File: src/rtl/sdes_core_ctrl.sv
// Iterative S-DES encrypt/decrypt engine: one shared Feistel round, subkey
// generation with a one-entry key cache, valid/ready on both sides.

module S0_Box (
    input  logic [0:3] din,
    output logic [0:1] dout
);
    localparam logic [1:0] TBL [16] = '{2'd1, 2'd0, 2'd3, 2'd2,
                                        2'd3, 2'd2, 2'd1, 2'd0,
                                        2'd0, 2'd2, 2'd1, 2'd3,
                                        2'd3, 2'd1, 2'd3, 2'd2};
    // Row comes from the outer bits, column from the inner bits.
    assign dout = TBL[{din[0], din[3], din[1], din[2]}];
endmodule

module S1_Box (
    input  logic [0:3] din,
    output logic [0:1] dout
);
    localparam logic [1:0] TBL [16] = '{2'd0, 2'd1, 2'd2, 2'd3,
                                        2'd2, 2'd0, 2'd1, 2'd3,
                                        2'd3, 2'd0, 2'd1, 2'd0,
                                        2'd2, 2'd1, 2'd0, 2'd3};
    assign dout = TBL[{din[0], din[3], din[1], din[2]}];
endmodule

module sdes_core_ctrl #(
    parameter bit KEY_REUSE = 1'b1
) (
    input  logic       clk,
    input  logic       rst_n,
    input  logic       in_valid,
    output logic       in_ready,
    input  logic       mode,
    input  logic [0:9] key_in,
    input  logic [0:7] data_in,
    output logic       out_valid,
    input  logic       out_ready,
    output logic [0:7] data_out,
    output logic       busy,
    output logic       key_hit
);
    typedef enum logic [2:0] {IDLE, KEY, RND1, RND2, DONE} state_t;

    state_t     state;
    logic       mode_reg;
    logic       cache_valid;
    logic [0:9] key_reg;
    logic [0:9] cache_key;
    logic [0:7] k1;
    logic [0:7] k2;
    logic [0:7] data_reg;

    logic [0:9] p10_key;
    logic [0:4] ls1_l, ls1_r, ls2_l, ls2_r;
    logic [0:7] round_key;
    logic [0:7] ep;
    logic [0:7] sbox_in;
    logic [0:1] s0_out, s1_out;
    logic [0:3] p4_in, p4_out;
    logic [0:7] fk_out;

    function automatic logic [0:7] p8(input logic [0:9] k);
        return {k[5], k[2], k[6], k[3], k[7], k[4], k[9], k[8]};
    endfunction

    function automatic logic [0:7] ip(input logic [0:7] d);
        return {d[1], d[5], d[2], d[0], d[3], d[7], d[4], d[6]};
    endfunction

    function automatic logic [0:7] ip_inv(input logic [0:7] d);
        return {d[3], d[0], d[2], d[4], d[6], d[1], d[7], d[5]};
    endfunction

    // Subkeys derive from the latched key; they are only captured in KEY.
    assign p10_key = {key_reg[2], key_reg[4], key_reg[1], key_reg[6], key_reg[3],
                      key_reg[9], key_reg[0], key_reg[8], key_reg[7], key_reg[5]};
    assign ls1_l   = {p10_key[1:4], p10_key[0]};
    assign ls1_r   = {p10_key[6:9], p10_key[5]};
    assign ls2_l   = {ls1_l[2:4], ls1_l[0:1]};
    assign ls2_r   = {ls1_r[2:4], ls1_r[0:1]};

    // Encrypt uses K1 then K2; decrypt reverses the order.
    assign round_key = ((state == RND2) ^ mode_reg) ? k2 : k1;
    assign ep        = {data_reg[7], data_reg[4], data_reg[5], data_reg[6],
                        data_reg[5], data_reg[6], data_reg[7], data_reg[4]};
    assign sbox_in   = ep ^ round_key;

    S0_Box u_s0 (.din(sbox_in[0:3]), .dout(s0_out));
    S1_Box u_s1 (.din(sbox_in[4:7]), .dout(s1_out));

    assign p4_in  = {s0_out, s1_out};
    assign p4_out = {p4_in[1], p4_in[3], p4_in[2], p4_in[0]};
    assign fk_out = {data_reg[0:3] ^ p4_out, data_reg[4:7]};

    // Control, handshakes and datapath registers; all outputs are registered.
    always_ff @(posedge clk or negedge rst_n) begin
        if (!rst_n) begin
            state       <= IDLE;
            in_ready    <= 1'b1;
            out_valid   <= 1'b0;
            data_out    <= '0;
            busy        <= 1'b0;
            key_hit     <= 1'b0;
            cache_valid <= 1'b0;
            cache_key   <= '0;
            key_reg     <= '0;
            mode_reg    <= 1'b0;
            k1          <= '0;
            k2          <= '0;
            data_reg    <= '0;
        end else begin
            key_hit <= 1'b0;
            case (state)
                IDLE: begin
                    if (in_valid && in_ready) begin
                        mode_reg <= mode;
                        key_reg  <= key_in;
                        data_reg <= ip(data_in);
                        in_ready <= 1'b0;
                        busy     <= 1'b1;
                        if (KEY_REUSE && cache_valid && (key_in == cache_key)) begin
                            key_hit <= 1'b1;
                            state   <= RND1;
                        end else begin
                            state <= KEY;
                        end
                    end
                end
                KEY: begin
                    k1          <= p8({ls1_l, ls1_r});
                    k2          <= p8({ls2_l, ls2_r});
                    cache_key   <= key_reg;
                    cache_valid <= 1'b1;
                    state       <= RND1;
                end
                RND1: begin
                    data_reg <= {fk_out[4:7], fk_out[0:3]};
                    state    <= RND2;
                end
                RND2: begin
                    data_out  <= ip_inv(fk_out);
                    out_valid <= 1'b1;
                    state     <= DONE;
                end
                DONE: begin
                    if (out_ready) begin
                        out_valid <= 1'b0;
                        in_ready  <= 1'b1;
                        busy      <= 1'b0;
                        state     <= IDLE;
                    end
                end
                default: state <= IDLE;
            endcase
        end
    end
endmodule

File: config.mk
export PLATFORM = sky130hd
export DESIGN_NAME = sdes_core_ctrl
export DESIGN_NICKNAME = d
export VERILOG_FILES = /design/src/rtl/sdes_core_ctrl.sv
export SDC_FILE = /design/constraint.sdc
export NUM_CORES = 1
export LEC_CHECK = 0
export CAP_MARGIN = 25
export CORE_ASPECT_RATIO = 0.8
export CORE_MARGIN = 3
export CORE_UTILIZATION = 30
export CTS_CLUSTER_DIAMETER = 60
export DETAILED_ROUTE_END_ITERATION = 8
export DONT_BUFFER_PORTS = 1
export GPL_ROUTABILITY_DRIVEN = 0
export GPL_TIMING_DRIVEN = 1
export PLACE_DENSITY = 0.42
export SYNTH_ARGS = -nofsm -noshare
export SYNTH_HDL_FRONTEND = slang
export SYNTH_SLANG_ARGS = --single-unit
File: constraint.sdc
create_clock -name clk -period 4.81 [get_ports clk]
set_input_delay 0.962 -clock clk [delete_from_list [all_inputs] [get_ports clk]]
set_output_delay 0.962 -clock clk [all_outputs]
set_load 0.1 [all_outputs]
==> impl_metrics.tcl, run 1 <==
set metrics [dict create \
    yosys-top-cells-area "dfrtp_1 34%, mux2_2 8.4%, and3b_1 4.4%, nand2_1 4.0%, nor3b_1 3.7%" \
    startpoint_type "flip-flop" \
    crit_fanout 33 \
    antenna_left 0 \
    multi_input_area_sq_um 1920 \
    synth_top_flop_cell "dfrtp_1" \
    met2_usage 0.199 \
    numPortBuffers 0 \
    drt_iter0_drc 81 \
    synth_warnings 0 \
    synth_mux_area_frac 0.115 \
    slew-limit-headroom 0.382 \
    postCtsSetupBuffers 0 \
    cts.htree.levels 2 \
    cts_buffer_depth 2 \
    pin_count 35 \
    start_util 0.310 \
    seqCellArea_sq_um 1130 \
    routed_via_density 5.29 \
    gr-usage-all-layers 0.133 \
    crit_required_ns 4.98 \
    fin_crit_sh 0.606 \
    synth_top_family_by_area "simple AND/OR/NAND/NOR gates" \
    worst_pin_slew_ns 0.927 \
    cpLargestDelayFamily "flip-flops" \
    yosys.area_share.adder 0.00389 \
    clock_sinks 45 \
    synth_cell_types 65 \
    grt_setup_unrepaired "false" \
    synth_area_sq_um 3210 \
    async_flop_share 1.00 \
    crit_chain "buf_4 -> or3b_1 -> a41oi_1 -> nor4_2 -> ha_1 -> nand3b_1 -> a22oi_1 -> nor3_1" \
    synth_compound_area_frac 0.151 \
    hold_class "input port to async pin" \
    yosys_register_bits 45 \
    critPathKind "flip-flop to flip-flop" \
    finalNetCount 339 \
    routed_wirelength_mm 7.70 \
    wl_per_cell_microns 16.9 \
    num_vias 2414 \
    path_buf_inv 1 \
    grt_pass1_vias 2337 \
    post-synth-top-count-cell "dfrtp_1" \
    finalHoldViolations 0 \
    cts_hold_buf 0 \
    r2r_setup_slack_ns 1.89 \
    synth_top_area_share 0.343 \
    seq_area_frac_synth 0.351 \
    rows 33 \
    setup_viol 0 \
    clock_latency_ns 0.29 \
    maxCapViolCount 0 \
    dieArea_sq_um 12000 \
    clockRootBuffer "clkbuf_16" \
    drt_pass1_iterations 4 \
    yosysTopAreaCell "dfrtp_1" \
    grt_util_met3 0.0304 \
    dp_hpwl_mm 5.35 \
    synthSimpleGateAreaFrac 0.284 \
    grt_antenna_before_repair 0 \
    avgSynthCellArea_sq_um 9.62 \
    setup_tns_ns 0 \
    grt_pass1_wl_mm 12.6 \
    max_freq_mhz 343 \
    cts_buffers 5 \
    met1_usage 0.192 \
    grt_busiest_layer "met2" \
    final.min_clock_period_ns 2.92 \
    chipWidth_microns 122 \
    stdcell_count 456 \
    synth-edff-count 0 \
    die_height_microns 98.6 \
    max_stage_delay_ns 0.91 \
    cts_tree "done" \
    syn_nets 358 \
    cpMaxStageDelayCell "dfrtp_1" \
    endpoint_kind "flip-flop" \
    synth_commonest_cells "44 x dfrtp_1, 34 x nand2_1, 24 x mux2_2, 16 x and3b_1, 16 x nor3b_1" \
    clkSlewWorstSetupHoldPaths_ns 0.07 \
    gr-total-overflow 0 \
    drcViolationCount 0 \
    syn_to_final_growth_pct 6.89 \
    largest_reg_flops 10 \
    antenna_cells 0 \
    dp.cells 448 \
    arrival_ns 3.08 \
    core_area_sq_um 10400 \
    synth-xor-area-share 0.0432 \
    outcome "finished clean" \
    drive_gt1_frac 0.171 \
    cts_resized 0 \
    slew_viol_final 0 \
    nFillCells 1077 \
    finClkSkew_ns 0.00508 \
    synth_cells 334 \
    grt_max_degree 46 \
]
==> metrics by stage <==
step,cell area [sq um],util,worst slack (ns),hold slack [ns]
floorplan,3210,-,2.39,0.439
CTS,3440,0.332,1.89,0.354
global placement,3270,0.316,1.96,0.456
global route,3440,0.332,1.68,0.347
finish,3440,0.332,1.89,0.363
detailed placement,3270,0.316,1.89,0.453
==> routing by layer <==
layer,share of wire,vias to the layer above
met3,0.037,8
li1,-,1195
met4,0.011,0
met5,0,-
met1,0.53,1178
met2,0.42,33
==> cell families after synthesis <==
group / Yosys count
AOI/OAI and AO/OA: 62
xor gates and xnor gates: 15
adders and majority gates: 1
buffers and inverters: 33
DFF: 45
muxes: 34
and+or+nand+nor: 144
==> cells in the final DEF, fill, tap and decap left out, types with 5 or more instances in the layout <==
cell type  count
a21oi_1        8
a41oi_1        5
and3b_1       16
buf_4          5
clkbuf_16      5
dfrtp_1       44
mux2_2        24
mux2i_1       10
nand2_1       34
nand3b_1      14
nor2_1        11
nor3_1         8
nor3b_1       16
o21ai_0       15
o41ai_2        5
or3b_1         8
xnor2_1        8
xor2_1         6
==> worst paths after layout <==
check | from | endpoint | cells past startpoint
min in group clk | cache_valid | cache_valid | 1
hold / removal | rst_n | state[2] | 0
setup / recovery | mode_reg | data_reg[6] | 8
max in group asynchronous | rst_n | in_ready | 0
setup reg to reg | mode_reg | data_reg[6] | 8
hold reg to reg | cache_valid | cache_valid | 1
==> final cells by class <==
class / count / area share
Multi-Input combinational cell: 256 / 0.560
Sequential cell: 45 / 0.328
Tap cell: 140 / 0.0510
Clock buffer: 6 / 0.0375
Timing Repair Buffer: 5 / 0.0109
Clock inverter: 2 / 0.0102
Inverter: 2 / 0.00218
Power of run 1 is left out: the tool's default activity adds up to more than one toggle a clock period on the data nets, which glitch-free logic cannot reach.
==> run 2: changes to the inputs <==
Settings changed: PLACE_DENSITY 0.42 to 0.43.
Clock period 4.81 ns to 2.4 ns, I/O delays scaled along.
==> impl_metrics.tcl, run 2 (synthesis results as in run 1) <==
set metrics [dict create \
    fin_crit_sh 0.945 \
    chipWidth_microns 122 \
    wl_per_cell_microns 16.5 \
    crit_fanout 59 \
    grt_pass1_wl_mm 13.6 \
    grt_antenna_before_repair 0 \
    slew-limit-headroom 0.399 \
    clkSlewWorstSetupHoldPaths_ns 0.07 \
    timing.rr.end "data_out[0]" \
    final.min_clock_period_ns 2.27 \
    syn_to_final_growth_pct 20.2 \
    routed_via_density 5.10 \
    numPortBuffers 0 \
    drive_gt1_frac 0.298 \
    grt_max_degree 60 \
    ff2ff_path_depth 7 \
    setup_viol 0 \
    largest_reg_flops 10 \
    rr_startpoint "mode_reg" \
    hold_class "input port to async pin" \
    critPathKind "flip-flop to flip-flop" \
    cts_buffers 5 \
    rows 33 \
    slew_viol_final 0 \
    dieArea_sq_um 12000 \
    grt_setup_unrepaired "false" \
    drcViolationCount 0 \
    finClkSkew_ns 0.00659 \
    outcome "finished clean" \
    die_height_microns 98.6 \
    r2r_setup_slack_ns 0.13 \
    crit_required_ns 2.57 \
    antenna_left 0 \
    clock_latency_ns 0.29 \
    drt_iter0_drc 129 \
    grt_pass1_vias 2525 \
    routed_wirelength_mm 8.17 \
    max_freq_mhz 441 \
    clockRootBuffer "clkbuf_16" \
    layout_commonest_cell "buf_4" \
    nFillCells 1048 \
    cts_buffer_depth 2 \
    antenna_cells 0 \
    core_area_sq_um 10400 \
    mostFrequentLayoutCells "43 x buf_4, 41 x dfrtp_1, 33 x nand2_1, 24 x mux2_2" \
    clock_sinks 45 \
    startpoint_type "flip-flop" \
    cts_tree "done" \
    arrival_ns 2.43 \
    setup_tns_ns 0 \
    endpoint_kind "flip-flop" \
    finalNetCount 379 \
    dp_hpwl_mm 5.90 \
    start_util 0.310 \
    pin_count 35 \
    finalHoldViolations 0 \
    worst_pin_slew_ns 0.902 \
    maxCapViolCount 0 \
    cts.htree.levels 2 \
    drt_pass1_iterations 4 \
    gr-usage-all-layers 0.141 \
    gr-total-overflow 0 \
    num_vias 2528 \
]
run 2: cell count changes in the layout (fill, tap and decap cells not counted), sizes merged:
cell | previous run | this run
bufinv | 1 | 2
buf | 5 | 45
clkbuf | 6 | 5
run 2: per-layer routing:
metal | routed length (microns) | track usage
met1 | 4060 | 0.200
met2 | 3780 | 0.223
met3 | 269 | 0.0275
met5 | 0 | 0
met4 | 62 | 0.0310
run 2: per-stage QoR:
stage	hold slack [ns]	cell area [sq um]	utilization	cells	setup slack [ns]
5_1_grt	0.0158	3860	0.373	496	0.0161
4_1_cts	0.0278	3770	0.364	493	0.0752
2_1_floorplan	0.184	3210	-	334	0.00520
6_report	0.0270	3860	0.373	496	0.132
3_5_place_dp	0.186	3550	0.343	484	0.0834
3_3_place_gp	0.186	3550	0.343	484	0.0851
run 2: worst max path at each step:
stage / startpoint / endpoint / slack (ns) / cells after the start
6_report: mode_reg / data_out[0] / 0.13 / 7
5_1_grt: mode_reg / data_reg[6] / 0.02 / 9
4_1_cts: data_reg[7] / data_reg[5] / 0.08 / 7
3_5_place_dp: data_reg[7] / data_out[0] / 0.08 / 6
3_3_place_gp: state[2] / data_reg[6] / 0.09 / 8
2_1_floorplan: in_ready / key_reg[0] / 0.005 / 5
run 2: what timing repair did:
item | CTS | global route
endpoints found under the setup margin | 0 | 6
hold buffers | 1 | 0
buffers inserted | 0 | 3
resized for setup | 0 | 13
hold endpoints to repair | 44 | 0
run 2: worst max-delay path, stage by stage, from the launching register on:
cell and delay, ns:
dfrtp_1 0.39, buf_12 0.19, and3b_1 0.21, o41ai_2 0.41, nand2_2 0.12, and3_4 0.21
o221a_1 0.24, or3_1 0.35
run 2: layout make-up:
cell class              count  area, sq um  area share
multi-input cells         256         1990       0.515
flip-flops and latches     45         1130       0.293
repair buffers             45          370      0.0959
well taps                 140          175      0.0454
clock buffers               5          125      0.0324
clock inverters             3         65.1      0.0168
inverters                   2         7.51     0.00194
Power of run 2 is left out for the same reason.
==> run 3: changes to the inputs <==
Settings changed: SLEW_MARGIN set to 20.
==> results of run 3 <==
The final DEF is identical to that of run 2; final timing and power are the same.
Power of run 3 is left out for the same reason.
==> patch 1, RTL diff (settings of run 2) <==
Encoding of `state_t`: now one-hot (5 bits for 5 states).
--- a/src/rtl/sdes_core_ctrl.sv
+++ b/src/rtl/sdes_core_ctrl.sv
@@ -41,5 +41,5 @@
     output logic       key_hit
 );
-    typedef enum logic [2:0] {IDLE, KEY, RND1, RND2, DONE} state_t;
+    typedef enum logic [4:0] {IDLE = 5'b00001, KEY = 5'b00010, RND1 = 5'b00100, RND2 = 5'b01000, DONE = 5'b10000} state_t;
 
     state_t     state;
Behaviour: no difference found for any inputs over 4 cycles, from zero or initial values and one cycle with rst_n low; so few cycles prove little.
==> patch 1 against run 2 <==
Cell area decreased by 13%; non-clock buffer count fell by 14; via count decreased by 17%; sequential cell count grew 2; critical path depth increased by 2; first-iteration DRC count down 16%; synthesized cell count decreased by 14%; synthesized area down 12%; setup slack got worse by 0.027 ns; global-route usage down 0.66 points; wire length is 16% lower; fmax is 1.2% lower; critical endpoint is now data_reg[6]$_DFFE_PN0P_; highest routed layer unchanged.
==> patch 1: results (changes against run 2) <==
R2R setup slack=0.10 ns (-0.03 ns); post-place setup slack=-0.0726 ns (-0.156 ns); Seq/Total Area, Yosys=0.417 (+0.0659); largest cells by area after synthesis=dfrtp_1 40%, mux2_2 10%, nand2_1 5.4%; max_slew headroom=0.386 (-0.0126); fin cells=419 (-16%); Max stage delay cell, worst path=dfrtp_2; Netlist cell types=49 (-25%); Syn Area/Cell=9.86 um2 (+2.4%); Mapped Nets=311 (-13%); vias per inst=5.03 (-1.2%); status=completed; CP arrival=2.51 ns (+0.08 ns); clock skew=0.00734 ns (+0.000751 ns); worst reg2reg path depth=9 (+2); Crit Path Max Fanout=20 (-66%); DP HPWL=4.75 mm (-20%); DRT Wirelength=6.86 mm (-16%); number of global-route vias before repair=2,087 (-17%); first-pass GRT wire length=11.0 mm (-19%); nets=327 (-14%); Fill cells=900 (-14%); Cells after DPL=406 (-16%); placement-stage cell area=3060 um2 (-14%); reg2reg end=data_reg[6]$_DFFE_PN0P_
patch 1: cell types whose count changed after synthesis, sizes merged, moves of 5 or more:
cell / change
o21ai: -6
nor4: -5
clkbuf: -8
nand2: +6
and3b: -10
nor3b: -9
nor3: -7
nor2: +17
patch 1: per-layer routing:
metal  up-vias  wire (um)  track usage
met3         8        348       0.0346
met1      1016       3450        0.194
met4         0         78       0.0386
met5         -          0            0
met2        35       2990        0.198
li1       1050          -            -
patch 1: timing repair:
item,CTS,global route
pin swaps,1,3
hold buffers,1,0
endpoints found under the setup margin,3,8
resized for setup,2,16
setup buffers,0,4
endpoints found under the hold margin,45,0
patch 1: report_power, final:
group          internal [mW]  total, mW  switching (mW)
logic                   1.12       2.37            1.25
clock network          0.390      0.697           0.306
registers               1.08       1.48           0.393
total                   2.60       4.55            1.95
patch 1: cells by family after synthesis:
logic type               share of synthesized area
XOR/XNOR                                    0.0553
adder cells (fa/ha/maj)                    0.00442
flip-flops                                   0.417
AND/OR/NAND/NOR                              0.245
AO/OA/AOI/OAI                               0.0986
buffers and inverters                       0.0442
multiplexers                                 0.135
patch 1: worst max-delay path by stage:
stage                          from                       to  slack [ns]  cells after the start
2_1_floorplan  state[0]$_DFFE_PN1P_  data_reg[6]$_DFFE_PN0P_        0.11                     12
3_3_place_gp   mode_reg$_DFFE_PN0P_  data_reg[6]$_DFFE_PN0P_       -0.04                     10
3_5_place_dp   mode_reg$_DFFE_PN0P_  data_reg[6]$_DFFE_PN0P_       -0.07                     10
4_1_cts        state[1]$_DFFE_PN0P_  data_reg[6]$_DFFE_PN0P_        0.02                     11
5_1_grt        mode_reg$_DFFE_PN0P_  data_reg[6]$_DFFE_PN0P_      -0.006                     11
6_report       mode_reg$_DFFE_PN0P_  data_reg[6]$_DFFE_PN0P_        0.10                      9
patch 1: critical path: cells and delay by family, from the launching register on:
family,cells,cell delay [ns]
AOI/OAI and AO/OA,3,0.60
and+or+nand+nor,2,0.45
DFF,1,0.41
muxes,1,0.31
buffers and inverters,2,0.29
xor gates and xnor gates,1,0.17
patch 1: final cells by class:
| cell class | count | area, um2 | area share |
|---|---|---|---|
| Clock buffer | 6 | 129 | 0.0384 |
| Clock inverter | 2 | 16.3 | 0.00485 |
| Inverter | 2 | 7.51 | 0.00224 |
| Multi-Input combinational cell | 216 | 1610 | 0.480 |
| Sequential cell | 47 | 1180 | 0.352 |
| Tap cell | 115 | 144 | 0.0429 |
| Timing Repair Buffer | 31 | 267 | 0.0794 |
==> patch 2, RTL diff (flow settings as in run 2) <==
Without the edit above. Change the parameter `KEY_REUSE` from 1'b1 to 1'b0.
--- a/src/rtl/sdes_core_ctrl.sv
+++ b/src/rtl/sdes_core_ctrl.sv
@@ -26,5 +26,5 @@
 
 module sdes_core_ctrl #(
-    parameter bit KEY_REUSE = 1'b1
+    parameter bit KEY_REUSE = 1'b0
 ) (
     input  logic       clk,
Check against the original RTL: not equivalent (a bounded check fails within 10 cycles, from zero or initial values and one cycle with rst_n low).
==> patch 2 against run 2 <==
Wire length down 13%; cell area is 14% lower; clock skew rose by 0.00087 ns; synthesized area decreased by 12%; sequential cell count shrank 2; critical path depth rose by 1; setup slack gained 0.081 ns.
==> patch 2: results (changes against run 2) <==
clock skew=0.00746 ns (+0.000873 ns); CP arrival=2.35 ns (-0.08 ns); DRT Wirelength=7.12 mm (-13%); gr usage total=0.137 (-0.00415); Mapped Nets=328 (-8.4%); Fill cells=921 (-12%); met1 Use GR=0.197 (-0.00351); R2R setup slack=0.21 ns (+0.08 ns); first-pass GRT wire length=11.4 mm (-16%); worst reg2reg path depth=8 (+1); Crit Path Max Fanout=62 (+5.1%); DP HPWL=4.88 mm (-17%); Netlist cell types=56 (-14%); vias per inst=5.12 (+0.40%); Max stage delay cell, worst path=or3b_2; M3 GR Usage=0.0330 (+0.00545); GR Util met2=0.214 (-0.00969); number of global-route vias before repair=2,108 (-17%); status=completed; buffers added on ports=0 (unchanged); share of cells above drive strength 1=0.241 (-0.0571); largest cells by area after synthesis=dfrtp_1 37%, nand2_1 9.3%, and3b_1 6.2%; Seq/Total Area, Yosys=0.379 (+0.0287); max_slew headroom=0.601 (+0.202); placement-stage cell area=3090 um2 (-13%)
[patch 2: metrics by stage]
step                std cells  utilization  hold slack (ns)  setup slack, ns
finish                    435        0.363           0.0223            0.213
CTS                       434        0.361           0.0189            0.123
floorplan                 304            -            0.184            0.229
detailed placement        425        0.339            0.187            0.143
global route              435        0.363           0.0163           0.0170
global placement          425        0.339            0.186            0.166
[patch 2: cell type report]
class / count / share of cell area
flip-flops and latches: 43 / 0.326
repair buffers: 34 / 0.0870
clock buffers: 6 / 0.0420
multi-input cells: 231 / 0.486
inverters: 4 / 0.00454
well taps: 115 / 0.0435
clock inverters: 2 / 0.0106
[patch 2: worst register-to-register path: stages, from the launching register on]
cell     delay (ns)
dfrtp_1        0.39
buf_12         0.20
or3b_2         0.51
a41oi_2        0.27
nor4_4         0.10
mux2i_1        0.17
mux2i_1        0.10
xnor2_1        0.24
a21oi_1        0.10
[patch 2: power by group]
part           switching (mW)  internal (mW)
registers               0.394           1.06
clock network           0.305          0.518
logic                    1.99           1.51
total                    2.68           3.09
[patch 2: cells by family (layout without fill, tap and decap cells)]
logic type	Yosys count	in the layout	synth area share
xor gates and xnor gates	8	8	0.0247
DFF	43	43	0.379
adders and majority gates	2	2	0.00837
muxes	17	17	0.0688
and+or+nand+nor	157	157	0.322
buffers and inverters	30	46	0.0599
AOI/OAI and AO/OA	46	46	0.135
other	1	1	0.00132
[patch 2: worst min-delay path by stage]
stage          start                      to  slack (ns)
2_1_floorplan  rst_n        busy$_DFFE_PN0P_        0.18
3_3_place_gp   rst_n  key_reg[6]$_DFFE_PN0P_        0.19
3_5_place_dp   rst_n  key_reg[6]$_DFFE_PN0P_        0.19
4_1_cts        rst_n    in_ready$_DFFE_PN1P_        0.02
5_1_grt        rst_n    in_ready$_DFFE_PN1P_        0.02
6_report       rst_n    in_ready$_DFFE_PN1P_        0.02
[patch 2: timing repair]
action,4_1_cts,5_1_grt
endpoints found under the setup margin,0,2
hold buffers,1,0
hold endpoints to repair,42,0
buffers inserted,0,1
resized for setup,0,3
[patch 2: per-layer routing]
| metal | vias up | part of all wire |
|---|---|---|
| li1 | 1098 | - |
| met3 | 4 | 0.039 |
| met4 | 0 | 0.0048 |
| met5 | - | 0 |
| met2 | 30 | 0.45 |
| met1 | 1094 | 0.50 |
